`src/rtl/rv32_pkg.sv`:
```
// Shared types for the execute-stage multiply/divide unit: op encoding (RV funct3),
// FSM states and the divide iteration count helper.
package rv32_pkg;

  typedef enum logic [2:0] {
    OP_MUL    = 3'd0,
    OP_MULH   = 3'd1,
    OP_MULHSU = 3'd2,
    OP_MULHU  = 3'd3,
    OP_DIV    = 3'd4,
    OP_DIVU   = 3'd5,
    OP_REM    = 3'd6,
    OP_REMU   = 3'd7
  } muldiv_op_e;

  typedef enum logic [2:0] {
    ST_IDLE,
    ST_MUL,
    ST_DIV,
    ST_FIX,
    ST_DONE
  } muldiv_state_e;

  function automatic int MULDIV_DIV_CYCLES(input int xlen, input int div_bits);
    return xlen / div_bits;
  endfunction

endpackage

```
`src/rtl/muldiv_div_step.sv`:
```
// One combinational radix-2^DIV_BITS restoring divide step; dividend bits enter MSB first.
// Invariant: rem_i < dvsr_i, so every trial fits in XLEN+1 bits.
module muldiv_div_step #(
  parameter int XLEN     = 32,
  parameter int DIV_BITS = 1
) (
  input  logic [XLEN-1:0]     rem_i,
  input  logic [XLEN-1:0]     dvsr_i,
  input  logic [DIV_BITS-1:0] bits_i,
  output logic [XLEN-1:0]     rem_o,
  output logic [DIV_BITS-1:0] q_o
);

  logic [XLEN:0]   trial;
  logic [XLEN-1:0] r;

  always_comb begin
    r     = rem_i;
    q_o   = '0;
    trial = '0;
    for (int i = DIV_BITS - 1; i >= 0; i--) begin
      trial = {r, bits_i[i]};
      if (trial >= {1'b0, dvsr_i}) begin
        trial  = trial - {1'b0, dvsr_i};
        q_o[i] = 1'b1;
      end
      r = trial[XLEN-1:0];
    end
    rem_o = r;
  end

endmodule

```
`src/rtl/muldiv_unit.sv`:
```
// RV M-extension multiply/divide: MUL_LAT-cycle multiply, XLEN/DIV_BITS+2 cycle divide,
// 1-cycle special cases; one op in flight, response held until resp_ready_i.
module muldiv_unit
  import rv32_pkg::*;
#(
  parameter int XLEN     = 32,
  parameter int DIV_BITS = 1,
  parameter int MUL_LAT  = 1,
  parameter int TAG_W    = 5
) (
  input  logic             clk,
  input  logic             rst,
  input  logic             flush_i,
  input  logic             req_valid_i,
  output logic             req_ready_o,
  input  logic [2:0]       req_op_i,
  input  logic [XLEN-1:0]  req_a_i,
  input  logic [XLEN-1:0]  req_b_i,
  input  logic [TAG_W-1:0] req_tag_i,
  output logic             resp_valid_o,
  input  logic             resp_ready_i,
  output logic [XLEN-1:0]  resp_data_o,
  output logic [TAG_W-1:0] resp_tag_o,
  output logic             busy_o
);

  localparam int DIV_CYC = MULDIV_DIV_CYCLES(XLEN, DIV_BITS);
  localparam int MUL_CNT = (MUL_LAT > 1) ? MUL_LAT - 2 : 0;

  muldiv_state_e   state, state_n;
  muldiv_op_e      op;
  logic            accept;
  logic [31:0]     cnt;
  logic [XLEN-1:0] rem_q, quo_q, dvsr_q;
  logic            neg_q, neg_r, is_rem;
  logic [TAG_W-1:0] tag_q;

  assign op          = muldiv_op_e'(req_op_i);
  assign req_ready_o = !flush_i && (state == ST_IDLE || (state == ST_DONE && resp_ready_i));
  assign accept      = req_valid_i && req_ready_o;
  assign busy_o      = (state != ST_IDLE);
  assign resp_tag_o  = tag_q;

  // Sign-extend to 2*XLEN so one unsigned multiplier covers all four products.
  logic             a_sgn, b_sgn;
  logic [2*XLEN-1:0] a_ext, b_ext, prod;
  logic [XLEN-1:0]  mul_res;
  assign a_sgn   = (op == OP_MULH) || (op == OP_MULHSU);
  assign b_sgn   = (op == OP_MULH);
  assign a_ext   = {{XLEN{a_sgn & req_a_i[XLEN-1]}}, req_a_i};
  assign b_ext   = {{XLEN{b_sgn & req_b_i[XLEN-1]}}, req_b_i};
  assign prod    = a_ext * b_ext;
  assign mul_res = (op == OP_MUL) ? prod[XLEN-1:0] : prod[2*XLEN-1:XLEN];

  logic            is_div, div_sgn, a_neg, b_neg, b_zero, ovf, special;
  logic [XLEN-1:0] abs_a, abs_b, special_res, fix_res, step_rem;
  logic [DIV_BITS-1:0] step_q;
  assign is_div  = req_op_i[2];
  assign div_sgn = (op == OP_DIV) || (op == OP_REM);
  assign a_neg   = div_sgn & req_a_i[XLEN-1];
  assign b_neg   = div_sgn & req_b_i[XLEN-1];
  assign abs_a   = a_neg ? -req_a_i : req_a_i;
  assign abs_b   = b_neg ? -req_b_i : req_b_i;
  assign b_zero  = (req_b_i == '0);
  assign ovf     = div_sgn && (req_a_i == {1'b1, {(XLEN-1){1'b0}}}) && (&req_b_i);
  assign special = b_zero || ovf;
  // req_op_i[1] selects remainder (REM/REMU) over quotient (DIV/DIVU).
  assign special_res = b_zero ? (req_op_i[1] ? req_a_i : {XLEN{1'b1}})
                              : (req_op_i[1] ? {XLEN{1'b0}} : req_a_i);
  assign fix_res = is_rem ? (neg_r ? -rem_q : rem_q) : (neg_q ? -quo_q : quo_q);

  muldiv_div_step #(.XLEN(XLEN), .DIV_BITS(DIV_BITS)) u_step (
    .rem_i  (rem_q),
    .dvsr_i (dvsr_q),
    .bits_i (quo_q[XLEN-1 -: DIV_BITS]),
    .rem_o  (step_rem),
    .q_o    (step_q)
  );

  always_ff @(posedge clk) begin
    if (rst) state <= ST_IDLE;
    else     state <= state_n;
  end

  always_comb begin
    state_n = state;
    if (flush_i) begin
      state_n = ST_IDLE;
    end else begin
      case (state)
        ST_IDLE, ST_DONE: begin
          if (state == ST_DONE && resp_ready_i) state_n = ST_IDLE;
          if (accept) begin
            if (!is_div) begin
              if (MUL_LAT > 1) state_n = ST_MUL;
              else             state_n = ST_DONE;
            end else if (special) begin
              state_n = ST_DONE;
            end else begin
              state_n = ST_DIV;
            end
          end
        end
        ST_MUL:  if (cnt == 0) state_n = ST_DONE;
        ST_DIV:  if (cnt == 0) state_n = ST_FIX;
        ST_FIX:  state_n = ST_DONE;
        default: state_n = ST_IDLE;
      endcase
    end
  end

  // quo_q doubles as the multiply retiming register while in ST_MUL.
  always_ff @(posedge clk) begin
    if (rst) begin
      resp_valid_o <= 1'b0;
      resp_data_o  <= '0;
      tag_q        <= '0;
      cnt          <= '0;
      rem_q        <= '0;
      quo_q        <= '0;
      dvsr_q       <= '0;
      neg_q        <= 1'b0;
      neg_r        <= 1'b0;
      is_rem       <= 1'b0;
    end else if (flush_i) begin
      resp_valid_o <= 1'b0;
    end else begin
      if (state == ST_DONE && resp_ready_i) resp_valid_o <= 1'b0;
      case (state)
        ST_MUL: begin
          if (cnt == 0) begin
            resp_data_o  <= quo_q;
            resp_valid_o <= 1'b1;
          end else begin
            cnt <= cnt - 1;
          end
        end
        ST_DIV: begin
          rem_q <= step_rem;
          quo_q <= {quo_q[XLEN-DIV_BITS-1:0], step_q};
          cnt   <= cnt - 1;
        end
        ST_FIX: begin
          resp_data_o  <= fix_res;
          resp_valid_o <= 1'b1;
        end
        default: ;
      endcase
      if (accept) begin
        tag_q <= req_tag_i;
        if (!is_div) begin
          if (MUL_LAT == 1) begin
            resp_data_o  <= mul_res;
            resp_valid_o <= 1'b1;
          end else begin
            quo_q <= mul_res;
            cnt   <= 32'(MUL_CNT);
          end
        end else if (special) begin
          resp_data_o  <= special_res;
          resp_valid_o <= 1'b1;
        end else begin
          rem_q  <= '0;
          quo_q  <= abs_a;
          dvsr_q <= abs_b;
          neg_q  <= a_neg ^ b_neg;
          neg_r  <= a_neg;
          is_rem <= req_op_i[1];
          cnt    <= 32'(DIV_CYC - 1);
        end
      end
    end
  end

endmodule

```
`config.mk`:
```
export PLATFORM = sky130hd
export DESIGN_NAME = muldiv_unit
export DESIGN_NICKNAME = d
export VERILOG_FILES = /design/src/rtl/rv32_pkg.sv /design/src/rtl/muldiv_div_step.sv /design/src/rtl/muldiv_unit.sv
export SDC_FILE = /design/constraint.sdc
export NUM_CORES = 2
export LEC_CHECK = 0
export ABC_AREA = 1
export CORE_UTILIZATION = 35
export DETAILED_ROUTE_END_ITERATION = 10
export DONT_BUFFER_PORTS = 1
export GPL_TIMING_DRIVEN = 0
export PLACE_DENSITY_LB_ADDON = 0.2
export SYNTH_ARGS = -nofsm -noshare
export SYNTH_HDL_FRONTEND = slang
export SYNTH_HIERARCHICAL = 1
export SYNTH_SLANG_ARGS = --single-unit
```
`constraint.sdc`:
```
create_clock -name clk -period 26.7 [get_ports clk]
set_clock_uncertainty 0.05 [all_clocks]
set_input_delay 2.67 -clock clk [delete_from_list [all_inputs] [get_ports clk]]
set_output_delay 2.67 -clock clk [all_outputs]
set_load 0.01 [all_outputs]
```
# Word-level counts from Yosys, hierarchy flattened
# Cells that the tools add are included.
# classes
n_bitwise,7
multipliers,1
magnitude_cmp,1
n_reduce_logical,21
addsub,6
n_eq_ne,12
n_mux,42
# ops
op,count
two-way mux 32 bit,26
negator 32 bit,4
case mux 32 bit (2 select lines),2
zero test 32 bit,2
multiplier 33 x 33 -> 64 bit,1
greater-or-equal comparator 33 x 32 -> 1 bit,1
"== test 32 bit, second input constant",1
AND reduction 32 bit,1
"subtractor 32 x 1 -> 32 bit, second input constant",1
subtractor 32 bit,1
two-way mux 3 bit,6
case mux 3 bit (4 select lines),1
"== test 3 x 2 -> 1 bit, second input constant",3
"== test 3 bit, second input constant",3
"== test 3 x 1 -> 1 bit, second input constant",2
zero test 3 bit,2
two-way mux 1 bit,6
logical AND 1 bit,5
bitwise AND 1 bit,4
logical OR 1 bit,4
"!= test 2 bit, second input constant",2
AND reduction 4 bit,1
OR reduction 2 bit,2
"!= test 3 bit, second input constant",1
7 further kinds,8
# totals
output_inout_bits,40
wordCells,101
regBits,172
in_bits,77

# Logic depth before layout (Yosys ltp)
# depth
word_depth,9
ltp_mapped,40
mapped_depth_nobuf,39

# Modules after synthesis
# The synthesis kept the hierarchy.
# by_module_without_submodules
module,cells_each,instances,area_each_um2,seq_area_each_um2
muldiv_unit,7606,1,54222.0,3443.3
muldiv_div_step,647,1,3160.5,0.0

# Worst setup path after synthesis
# Ideal clock, no wire load.
# synth_path
kind,input-to-reg
from,input req_op_i[1]
to,register resp_data_o[30]
n_path_buf,2
setup_ns,0.112
path_stages,34
required_time_ns,26.538
arrival_ns,10.272
setup_slack_ns,16.266
path_cell_list,buf_2 > nand3b_1 > nand2_1 > nand2_1 > clkbuf_1 > nor2_1 > fa_1 > inv_1 > fa_1 > inv_1 > fa_1 > inv_1 > fa_1 > inv_1 > fa_1 > fa_1 > inv_1 > fa_1 > fa_1 > inv_1 > ha_1 > nand2_1 > nor2_1 > nand2_1 > nor4_1 > nand2_1 > nand3_1 > nand3_1 > nand2_1 > nand2_1 > nand2_1 > nand2_1 > nand2_1 > nand2_1
# synth_between
elab_chain_cells,8
word_cells_on_any_way,20
cone_classes,mul: 1; eq/ne: 4; mux: 7; bitwise: 2; reduce/logical: 6
# synth_rtl
element,line,rtl
"start, declared",muldiv_unit.sv:16,"input logic [2:0] req_op_i,"
branches (longest 6 deep; another with multiplier 33 x 33 -> 64 bit),n/a,
two-way mux 32 bit *,muldiv_unit.sv:151,if (!is_div) begin
two-way mux 32 bit *,muldiv_unit.sv:149,if (accept) begin
"end signal, assigned",muldiv_unit.sv:144,resp_data_o <= fix_res;
"end signal, assigned",muldiv_unit.sv:153,resp_data_o <= mul_res;
"end signal, assigned",muldiv_unit.sv:160,resp_data_o <= special_res;
"end, declared",muldiv_unit.sv:22,"output logic [XLEN-1:0] resp_data_o,"
# Mark *: on every way between the ends.
# A chain may end at the register's enable or synchronous reset.

# Worst setup path in the final report
# layout_path
from,input req_op_i[1]
to,register resp_data_o[23]
# Same word-level chain as after synthesis.

==> results.toml <==
[logic_synthesis]
synth.ff_latch_count = 172
async_flop_share_pct = 0
syn_avg_cell_area_um2 = 6.95
ys_warn_count = 6
seq_area_frac_synth_pct = 6.00
synth_edf_count = 0
synthCells = 8253
netlist-cell-type-count = 60
synth_flop_cell = "dfxtp_1"
synth_area_um2 = 57400
syn_nets = 9706

[setup_path]
reg2reg_depth = 13
critical_path_required_ns = 27.04
endpoint = "resp_data_o[23]"
rr_endpoint = "rem_q[13]"
worstPathMaxFanout = 12
slowest_stage = "fa_1"
start_kind = "input pin"
critPathArrivalTime_ns = 12.89
crit_path_start = "req_op_i[1]"
cpMostUsedCell = "nand2_1"
crit_type = "in -> reg"
cp-end-kind = "flip-flop"
timing.rr.start = "dvsr_q[30]"
r2r_slack_ns = 23.48
worst_path_largest_cell_delay_ns = 0.90

[global_route]
grt_pass1_vias = 54792
grt-ovfl-total = 0
grt.total_usage_pct = 32.4
grt_pass1_wl_um = 382000
grt_max_degree = 25
antenna_found_initial = 20

[detailed_routing]
vias = 54377
wirelength_um = 265000
post_drt_wl_per_cell_um = 25.3
drtAntennaViolNets = 0
drc = 0
vias_per_cell = 5.20
drt_iter0_markers = 5081
first_pass_iters = 6

[final_layout]
drive_above_1_share_pct = 2.63
fillers = 17845
layout_common_cells = "nand2_1 (2,401), inv_1 (2,062), fa_1 (1,126)"
area_growth_pct = 5.85
final_common_cell = "nand2_1"
fin_nets = 9725

[timing]
finalHoldViolCount = 0
slew_violations = 33
timing.fmax_mhz = 79.7
worst_pin_slew_ns = 1.58
slew_headroom_pct = -5.24
finalCriticalPeriod_ns = 12.54
period_share_pct = 47.0
rsz0062_at_grt = "no"
tns_ns = 0
finalSetupViolations = 0

[outcome]
violations = "capacitance limit, slew limit"
status = "finished with violations"

[clocking]
cts_buffers = 17
cts-root-buf = "clkbuf_16"
clk_pin_slew_worst_paths_ns = 0.08
cts_tree = "built"
clock-sinks = 172
clk-insertion-delay-late_ns = 0.50
cts_hold_buf = 0
post-cts-setup-buffers = 0
cts_max_path_buffers = 2
cts_resized = 0
htreeDepth = 4

[floorplanning]
num_rows = 148
dieArea_um2 = 166000
initial_utilization_pct = 35.3
design.core.area_um2 = 163000
fp.dieH_um = 407
die_x_um = 407
io_pins = 117

[place]
routabilityCongestion = 1.03
port_buffers = 0
hpwl_um = 224000

[hold_path]
hold_start = "dvsr_q[2]"
whs_path_depth = 2
hp-class = "reg -> reg"

[job]
max_cap_viol_count = 3
per-layer routing:
layer  track usage (%)  wire length (µm)  up-vias
li1                  -                 -    24199
met1              41.2            106000    27253
met2              51.8            120000     2385
met3              4.90             20100      534
met4              19.4             18800        6
met5                 0                54        -
metrics by stage:
step           hold slack [ns]  std cells  area, µm²  utilization, %  setup slack [ns]
6_report                 0.427      10467      60700            37.3             14.16
5_1_grt                  0.454      10461      60700            37.3             13.53
4_1_cts                  0.429      10460      60700            37.3             14.21
3_5_place_dp             0.417      10428      60100            36.9             13.70
3_3_place_gp             0.408      10428      60100            36.9             13.79
2_1_floorplan            0.394       8253      57400               -             16.27
registers in the layout, summed over array words and instances (netlist names):
signal and count:
cnt 32, dvsr_q 32, is_rem 1, neg_q 1
neg_r 1, quo_q 32, rem_q 32, resp_data_o 32
resp_tag_o 5, resp_valid_o 1, state 3
logic make-up after synthesis:
group	share of synthesized area (%)
simple gates	24.6
compound gates	6.75
flops	6.00
fa+ha+maj	44.8
buf+inv	16.5
xor+xnor	1.33
synth_stat cells, drive strengths merged (7+ instances only):
master / n / area [µm²]
nor3: 49 / 280
nand4: 77 / 503
ha: 250 / 3130
dfxtp: 172 / 3440
buf: 199 / 951
fa: 1126 / 22500
or2: 7 / 43.8
o22ai: 15 / 93.8
o31ai: 10 / 75.1
xor2: 76 / 666
nor4: 7 / 58.8
nand3: 372 / 1940
clkbuf: 195 / 732
nor2: 475 / 1890
and2: 10 / 62.6
nand3b: 21 / 170
a22oi: 8 / 60.1
o21bai: 19 / 143
a21oi: 255 / 1280
inv: 2077 / 7800
o21ai: 318 / 1590
o211ai: 57 / 443
xnor2: 11 / 96.3
nand2: 2414 / 9140
worst max-delay path: cells and delay by family:
kind	cells	cell delay [ns]
buf+inv	9	1.74
simple gates	18	2.99
fa+ha+maj	9	5.46
cell type report:
cell class	count	area (µm²)	area share, %
diodes	7	17.5	0.0288
plain buffers	394	1690	2.78
clock buffers	17	425	0.700
clock inverters	15	188	0.309
inverters	2079	7810	12.9
multi-input cells	5608	44400	73.2
flip-flops and latches	172	3440	5.67
well taps	2175	2720	4.48
worst min-delay path by stage:
stage / to / slack, ns
2_1_floorplan: dvsr_q[2] / 0.39
3_3_place_gp: dvsr_q[2] / 0.41
3_5_place_dp: dvsr_q[2] / 0.42
4_1_cts: dvsr_q[2] / 0.43
5_1_grt: dvsr_q[2] / 0.45
6_report: dvsr_q[2] / 0.43
Power is left out: the tool's default activity adds up to more than one toggle a clock period on the data nets, which glitch-free logic cannot reach.
